**src/rtl/apb_gpio_master_if.sv**
```systemverilog
// apb_gpio_master_if: APB4 bus between apb_gpio_master (master) and the gpio slave port
interface apb_gpio_master_if #(
   parameter int DATA_WIDTH = 32,
   parameter int PADDR_SIZE = 4
);
   logic                    PSEL;
   logic                    PENABLE;
   logic [PADDR_SIZE-1:0]   PADDR;
   logic                    PWRITE;
   logic [DATA_WIDTH-1:0]   PWDATA;
   logic [DATA_WIDTH/8-1:0] PSTRB;
   logic                    PREADY;
   logic [DATA_WIDTH-1:0]   PRDATA;
   logic                    PSLVERR;
   modport master(output PSEL, PENABLE, PADDR, PWRITE, PWDATA, PSTRB, input PREADY, PRDATA, PSLVERR);
   modport slave(input PSEL, PENABLE, PADDR, PWRITE, PWDATA, PSTRB, output PREADY, PRDATA, PSLVERR);
endinterface

```
**src/rtl/apb_gpio_master.sv**
```systemverilog
// apb_gpio_master: single-outstanding APB4 requester bridging a valid/ready command/response pair.
// Define APB_MASTER_TIMEOUT_EN to abort ACCESS after TIMEOUT_CYCLES wait states.
module apb_gpio_master #(
   parameter int DATA_WIDTH     = 32,
   parameter int PADDR_SIZE     = 4,
   parameter int TIMEOUT_CYCLES = 16
) (
   input  logic                    PCLK,
   input  logic                    PRESET,
   input  logic                    req_valid,
   output logic                    req_ready,
   input  logic                    req_write,
   input  logic [PADDR_SIZE-1:0]   req_addr,
   input  logic [DATA_WIDTH-1:0]   req_wdata,
   input  logic [DATA_WIDTH/8-1:0] req_strb,
   output logic                    rsp_valid,
   input  logic                    rsp_ready,
   output logic [DATA_WIDTH-1:0]   rsp_rdata,
   output logic                    rsp_err,
   apb_gpio_master_if.master       apb
);
   typedef enum logic [1:0] {IDLE, SETUP, ACCESS, RESP} state_t;
   state_t state;
   if (DATA_WIDTH % 8 != 0 || TIMEOUT_CYCLES < 1) begin : g_bad_cfg
      $error("apb_gpio_master: DATA_WIDTH must be a multiple of 8 and TIMEOUT_CYCLES >= 1");
   end
`ifdef APB_MASTER_TIMEOUT_EN
   localparam int CW = $clog2(TIMEOUT_CYCLES + 1);
   logic [CW-1:0] cnt;
`endif
   always_ff @(posedge PCLK or posedge PRESET)
      if (PRESET) begin
         state       <= IDLE;
         req_ready   <= 1'b1;
         rsp_valid   <= 1'b0;
         rsp_rdata   <= '0;
         rsp_err     <= 1'b0;
         apb.PSEL    <= 1'b0;
         apb.PENABLE <= 1'b0;
         apb.PADDR   <= '0;
         apb.PWRITE  <= 1'b0;
         apb.PWDATA  <= '0;
         apb.PSTRB   <= '0;
`ifdef APB_MASTER_TIMEOUT_EN
         cnt         <= '0;
`endif
      end else begin
         case (state)
            IDLE: if (req_valid) begin
               apb.PADDR  <= req_addr;
               apb.PWRITE <= req_write;
               apb.PWDATA <= req_write ? req_wdata : '0;
               apb.PSTRB  <= req_write ? req_strb : '0;
               apb.PSEL   <= 1'b1;
               req_ready  <= 1'b0;
               state      <= SETUP;
            end
            SETUP: begin
               apb.PENABLE <= 1'b1;
               state       <= ACCESS;
`ifdef APB_MASTER_TIMEOUT_EN
               cnt         <= '0;
`endif
            end
            ACCESS: if (apb.PREADY) begin
               rsp_rdata   <= apb.PWRITE ? '0 : apb.PRDATA;
               rsp_err     <= apb.PSLVERR;
               rsp_valid   <= 1'b1;
               apb.PSEL    <= 1'b0;
               apb.PENABLE <= 1'b0;
               state       <= RESP;
            end
`ifdef APB_MASTER_TIMEOUT_EN
            // the edge closing the last permitted wait cycle aborts unless PREADY rescued it above
            else if (cnt == CW'(TIMEOUT_CYCLES - 1)) begin
               cnt         <= cnt + CW'(1);
               rsp_rdata   <= '0;
               rsp_err     <= 1'b1;
               rsp_valid   <= 1'b1;
               apb.PSEL    <= 1'b0;
               apb.PENABLE <= 1'b0;
               state       <= RESP;
            end else
               cnt <= cnt + CW'(1);
`endif
            RESP: if (rsp_ready) begin
               rsp_valid <= 1'b0;
               req_ready <= 1'b1;
               state     <= IDLE;
            end
         endcase
      end
endmodule

```
**src/flat_wrapper.sv**
```systemverilog
// flat-port wrapper written by rule: the top's interface ports become plain ports
module apb_gpio_master_flat 
#(
   parameter int DATA_WIDTH     = 32,
   parameter int PADDR_SIZE     = 4,
   parameter int TIMEOUT_CYCLES = 16
)
  (PCLK, PRESET, req_valid, req_ready, req_write, req_addr, req_wdata, req_strb, rsp_valid, rsp_ready, rsp_rdata, rsp_err, apb_PSEL, apb_PENABLE, apb_PADDR, apb_PWRITE, apb_PWDATA, apb_PSTRB, apb_PREADY, apb_PRDATA, apb_PSLVERR);
  apb_gpio_master_if #(.DATA_WIDTH(DATA_WIDTH), .PADDR_SIZE(PADDR_SIZE)) apb_i ();
  input  logic PCLK;
  input  logic PRESET;
  input  logic req_valid;
  output logic req_ready;
  input  logic req_write;
  input  logic [PADDR_SIZE-1:0] req_addr;
  input  logic [DATA_WIDTH-1:0] req_wdata;
  input  logic [DATA_WIDTH/8-1:0] req_strb;
  output logic rsp_valid;
  input  logic rsp_ready;
  output logic [DATA_WIDTH-1:0] rsp_rdata;
  output logic rsp_err;
  output wire logic [$bits(apb_i.PSEL)-1:0] apb_PSEL;
  output wire logic [$bits(apb_i.PENABLE)-1:0] apb_PENABLE;
  output wire logic [$bits(apb_i.PADDR)-1:0] apb_PADDR;
  output wire logic [$bits(apb_i.PWRITE)-1:0] apb_PWRITE;
  output wire logic [$bits(apb_i.PWDATA)-1:0] apb_PWDATA;
  output wire logic [$bits(apb_i.PSTRB)-1:0] apb_PSTRB;
  input wire logic [$bits(apb_i.PREADY)-1:0] apb_PREADY;
  input wire logic [$bits(apb_i.PRDATA)-1:0] apb_PRDATA;
  input wire logic [$bits(apb_i.PSLVERR)-1:0] apb_PSLVERR;
  assign apb_PSEL = apb_i.PSEL;
  assign apb_PENABLE = apb_i.PENABLE;
  assign apb_PADDR = apb_i.PADDR;
  assign apb_PWRITE = apb_i.PWRITE;
  assign apb_PWDATA = apb_i.PWDATA;
  assign apb_PSTRB = apb_i.PSTRB;
  assign apb_i.PREADY = apb_PREADY;
  assign apb_i.PRDATA = apb_PRDATA;
  assign apb_i.PSLVERR = apb_PSLVERR;
  apb_gpio_master #(.DATA_WIDTH(DATA_WIDTH), .PADDR_SIZE(PADDR_SIZE), .TIMEOUT_CYCLES(TIMEOUT_CYCLES)) u_core (.PCLK(PCLK), .PRESET(PRESET), .req_valid(req_valid), .req_ready(req_ready), .req_write(req_write), .req_addr(req_addr), .req_wdata(req_wdata), .req_strb(req_strb), .rsp_valid(rsp_valid), .rsp_ready(rsp_ready), .rsp_rdata(rsp_rdata), .rsp_err(rsp_err), .apb(apb_i));
endmodule
```
**config.mk**
```make
export PLATFORM = sky130hd
export DESIGN_NAME = apb_gpio_master_flat
export DESIGN_NICKNAME = d
export VERILOG_FILES = /design/src/rtl/apb_gpio_master_if.sv /design/src/rtl/apb_gpio_master.sv /design/src/flat_wrapper.sv
export SDC_FILE = /design/constraint.sdc
export NUM_CORES = 1
export LEC_CHECK = 0
export ABC_CLOCK_PERIOD_IN_PS = 7800
export CAP_MARGIN = 20
export CELL_PAD_IN_SITES_DETAIL_PLACEMENT = 1
export CELL_PAD_IN_SITES_GLOBAL_PLACEMENT = 2
export CORE_AREA = 3 3 121 123
export CTS_CLUSTER_SIZE = 25
export DETAILED_ROUTE_END_ITERATION = 8
export DIE_AREA = 0 0 124 126
export GPL_TIMING_DRIVEN = 0
export PLACE_DENSITY = 0.87
export SETUP_SLACK_MARGIN = 0.5
export SYNTH_ARGS = -nofsm -noshare
export SYNTH_HDL_FRONTEND = slang
export SYNTH_SLANG_ARGS = --single-unit
```
**constraint.sdc**
```tcl
create_clock -name PCLK -period 7.8 [get_ports PCLK]
set_input_delay 1.56 -clock PCLK [delete_from_list [all_inputs] [get_ports PCLK]]
set_output_delay 1.56 -clock PCLK [all_outputs]
set_load 0.01 [all_outputs]
```
==> metrics.txt <==
core region area 13,770 µm²; share of the clock period used by the worst path 38.17%; CP Data Arrival Time 1420 ps; sum of routed wire length over all layers 10,710 µm; clk sinks 80; final weighted congestion in routability-driven placement 0.7152; hold_buf cts 0; highest-delay cell along the critical path sky130_fd_sc_hd__dfstp_2; library cell with the highest instance count after synthesis sky130_fd_sc_hd__nand2_1; total number of vias 3,067; class of the most critical setup path reg -> out; register-to-register setup slack 6050 ps; async set-reset flop share out of synthesis 100.0%; FMAX 0.3359 GHz; clock tree root driver cell sky130_fd_sc_hd__clkbuf_16; FILL cells 1,602; cell-by-cell trace of the critical path clkdlybuf4s50_1; number of synthesized register bits 80; largest stage delay on the critical path 540 ps; DR iter-0 viols 59; mean area per synthesized cell 9.540 µm²; leakage power summed over all cells 2.535 nW; area fraction of the dominant cell type after synthesis 58.05%; Net count, final 610; number of antenna diodes 0; Final Hold Viols 0; layout-stage area growth over the synthesis result 61.94%; Peak VDD IR 0.0001305 V; number of cells on the worst reg-to-reg path 6; DRC violation count after routing 0; Bufs on Longest Clock Path 2; Setup Total Neg Slack 0 ps; PwrDens 370.6 nW/µm²; x dimension of the die 124 µm; slew at the pin closest to its max-slew limit 506.2 ps; relative slew slack 66.26%; post-cts resize count 0; level count of the clock H-tree 3; unrepaired setup endpoints after global routing no; count of cells along the worst hold path 2; post-CTS setup-driven buffer insertion count 0; number of top-level design ports 157; Rows 43; Fin Clk Skew 5.525 ps; global-route wire length before repair 17,280 µm; worst-skew pair later-pin latency 340 ps; cell family with most CP delay flip-flops; Synth area leaders sky130_fd_sc_hd__dfrtp_1 58%, sky130_fd_sc_hd__nand2_1 13%, sky130_fd_sc_hd__nand2b_1 5.9%, sky130_fd_sc_hd__nand3_1 5.3%, sky130_fd_sc_hd__o21ai_0 2.8%; CP startpoint kind flip-flop; DPL Wire Length 8143 µm; Post-Syn Instances 357; ratio of cells with drive above 1 in the final layout 7.372%; leading area contributor after synthesis sky130_fd_sc_hd__dfrtp_1; post-detailed-route via-to-cell ratio 4.326; worst hold slack across all endpoints 466.0 ps; reg2reg start u_core.state[0]; max-cap viol count 0; list of most frequent post-synthesis cells 122 x sky130_fd_sc_hd__nand2_1, 79 x sky130_fd_sc_hd__dfrtp_1, 36 x sky130_fd_sc_hd__nand3_1; Syn. warnings 0; hold-critical path endpoint u_core.apb.PWDATA[23]; largest fanout of any net on the critical path 3; most used flip-flop cell after synthesis sky130_fd_sc_hd__dfrtp_1; clock slew seen by the registers of the worst setup and hold paths 60 ps; reg-to-reg endpoint u_core.apb.PWDATA[25]; Net Count, Synth 443; number of global-route vias before repair 3,329; total buffers and inverters traversed by the critical path 1; global-route usage over all layers 14.20%; number of flops mapped to enable cells by yosys 0; DIE AREA 15,620 µm²; type of element capturing the critical path output pin; number of detailed-route iterations in the first pass 4; overflow left after global routing 0; Wirelength per Cell 15.11 µm; post-route ant nets 0; clock tree from TritonCTS yes; Cell variety after synth 25; Port Buffer Count 155; area of the mapped netlist 3406 µm²; min-delay src u_core.apb.PWDATA[23]; maximum number of pins on one net before global-route repair 44; time the final worst path needs with I/O delays and setup 2977 ps; sequential fraction of the synthesis area 58.82%; Chip Height 126 µm; initial core utilization 24.73%; outcome finished, final reports clean; Critical Path RT 6240 ps; Min-Delay Path Class reg -> reg; final core utilization 40.04%; initial antenna violation count 0; final count of pins violating max slew 0; total setup violations reported at the end of the flow 0; number of buffers inserted during clock tree synthesis 9
-- final cells by class --
| cell class | instances | area, µm² | share of cell area (%) |
|---|---|---|---|
| sequential | 80 | 2003 | 36.32 |
| timing repair buffer | 156 | 1579 | 28.63 |
| multi-input combinational | 248 | 1247 | 22.62 |
| inverter | 6 | 25.02 | 0.4537 |
| buffer | 23 | 132.6 | 2.405 |
| clock buffer | 9 | 225.2 | 4.083 |
| clock inverter | 7 | 77.57 | 1.407 |
| tap | 180 | 225.2 | 4.083 |
-- stage by stage --
| step | power [mW] | cell area, µm² | std cells | setup WS (ps) |
|---|---|---|---|---|
| 6_report | 2.044 | 5515 | 709 | 4823 |
| 3_3_place_gp | 1.605 | 5182 | 692 | 2683 |
| 2_1_floorplan | 1.118 | 3406 | 357 | 4190 |
| 3_5_place_dp | 1.641 | 5213 | 693 | 4785 |
| 4_1_cts | 2.090 | 5515 | 709 | 4794 |
| 5_1_grt | 2.210 | 5515 | 709 | 4762 |
-- layout by cell type (no fill, tap or decap) --
cell type and n:
sky130_fd_sc_hd__nor2b_1 1, sky130_fd_sc_hd__clkinvlp_4 1, sky130_fd_sc_hd__nor2_1 3, sky130_fd_sc_hd__buf_6 4
sky130_fd_sc_hd__buf_2 10, sky130_fd_sc_hd__nand2_1 122, sky130_fd_sc_hd__nor2b_2 1, sky130_fd_sc_hd__clkbuf_16 9
sky130_fd_sc_hd__nand3_1 36, sky130_fd_sc_hd__dfstp_2 1, sky130_fd_sc_hd__bufinv_16 1, sky130_fd_sc_hd__dfrtp_1 79
sky130_fd_sc_hd__o2bb2ai_1 1, sky130_fd_sc_hd__a211oi_1 1, sky130_fd_sc_hd__buf_16 1, sky130_fd_sc_hd__inv_1 4
sky130_fd_sc_hd__ha_1 7, sky130_fd_sc_hd__mux2i_1 4, sky130_fd_sc_hd__clkinv_4 1, sky130_fd_sc_hd__clkdlybuf4s50_1 155
sky130_fd_sc_hd__inv_2 1, sky130_fd_sc_hd__mux2_2 1, sky130_fd_sc_hd__inv_6 3, sky130_fd_sc_hd__a221oi_4 1
sky130_fd_sc_hd__o21ai_0 19, sky130_fd_sc_hd__nand2b_1 32, sky130_fd_sc_hd__and2_1 1, sky130_fd_sc_hd__buf_4 1
sky130_fd_sc_hd__inv_4 1, sky130_fd_sc_hd__clkinv_2 1, sky130_fd_sc_hd__o21ai_1 15, sky130_fd_sc_hd__mux2_4 1
sky130_fd_sc_hd__clkbuf_1 8, sky130_fd_sc_hd__a21oi_1 2
-- kinds of logic after synthesis --
kind of cell / after synthesis / synth area share, %
DFF: 80 / 58.82
buffers and inverters: 29 / 4.556
muxes: 6 / 1.947
adders and majority gates: 7 / 2.572
AOI/OAI and AO/OA: 39 / 6.539
and+or+nand+nor: 196 / 25.57
-- power breakdown --
group | total [mW] | switching (mW) | internal (mW)
registers | 0.704 | 0.106 | 0.598
clock network | 0.432 | 0.181 | 0.251
logic | 0.908 | 0.417 | 0.490
total | 2.04 | 0.704 | 1.34
-- worst max-delay path by stage --
stage / endpoint / start / cells past startpoint
global placement: u_core.apb.PWDATA[27] / PRESET / 2
global route: req_ready / u_core.req_ready / 1
CTS: req_ready / u_core.req_ready / 1
detailed placement: u_core.apb.PWDATA[25] / req_valid / 5
finish: req_ready / u_core.req_ready / 1
floorplan: u_core.apb.PADDR[0] / PRESET / 1
-- flip-flops by register name, summed over array words and instances (netlist names), 2 cells and up --
name	flops
u_core.apb.PWDATA	32
u_core.rsp_rdata	32
u_core.apb.PADDR	4
u_core.apb.PSTRB	4
u_core.state	2
-- metal layers --
metal,global-route usage (%),vias up,part of all wire (%)
met3,4.894,14,7.4
met5,0,-,0
li1,-,1478,-
met1,17.45,1472,42
met2,23.35,103,49
met4,4.446,0,1.6
Power figures use the tool's default switching activity.
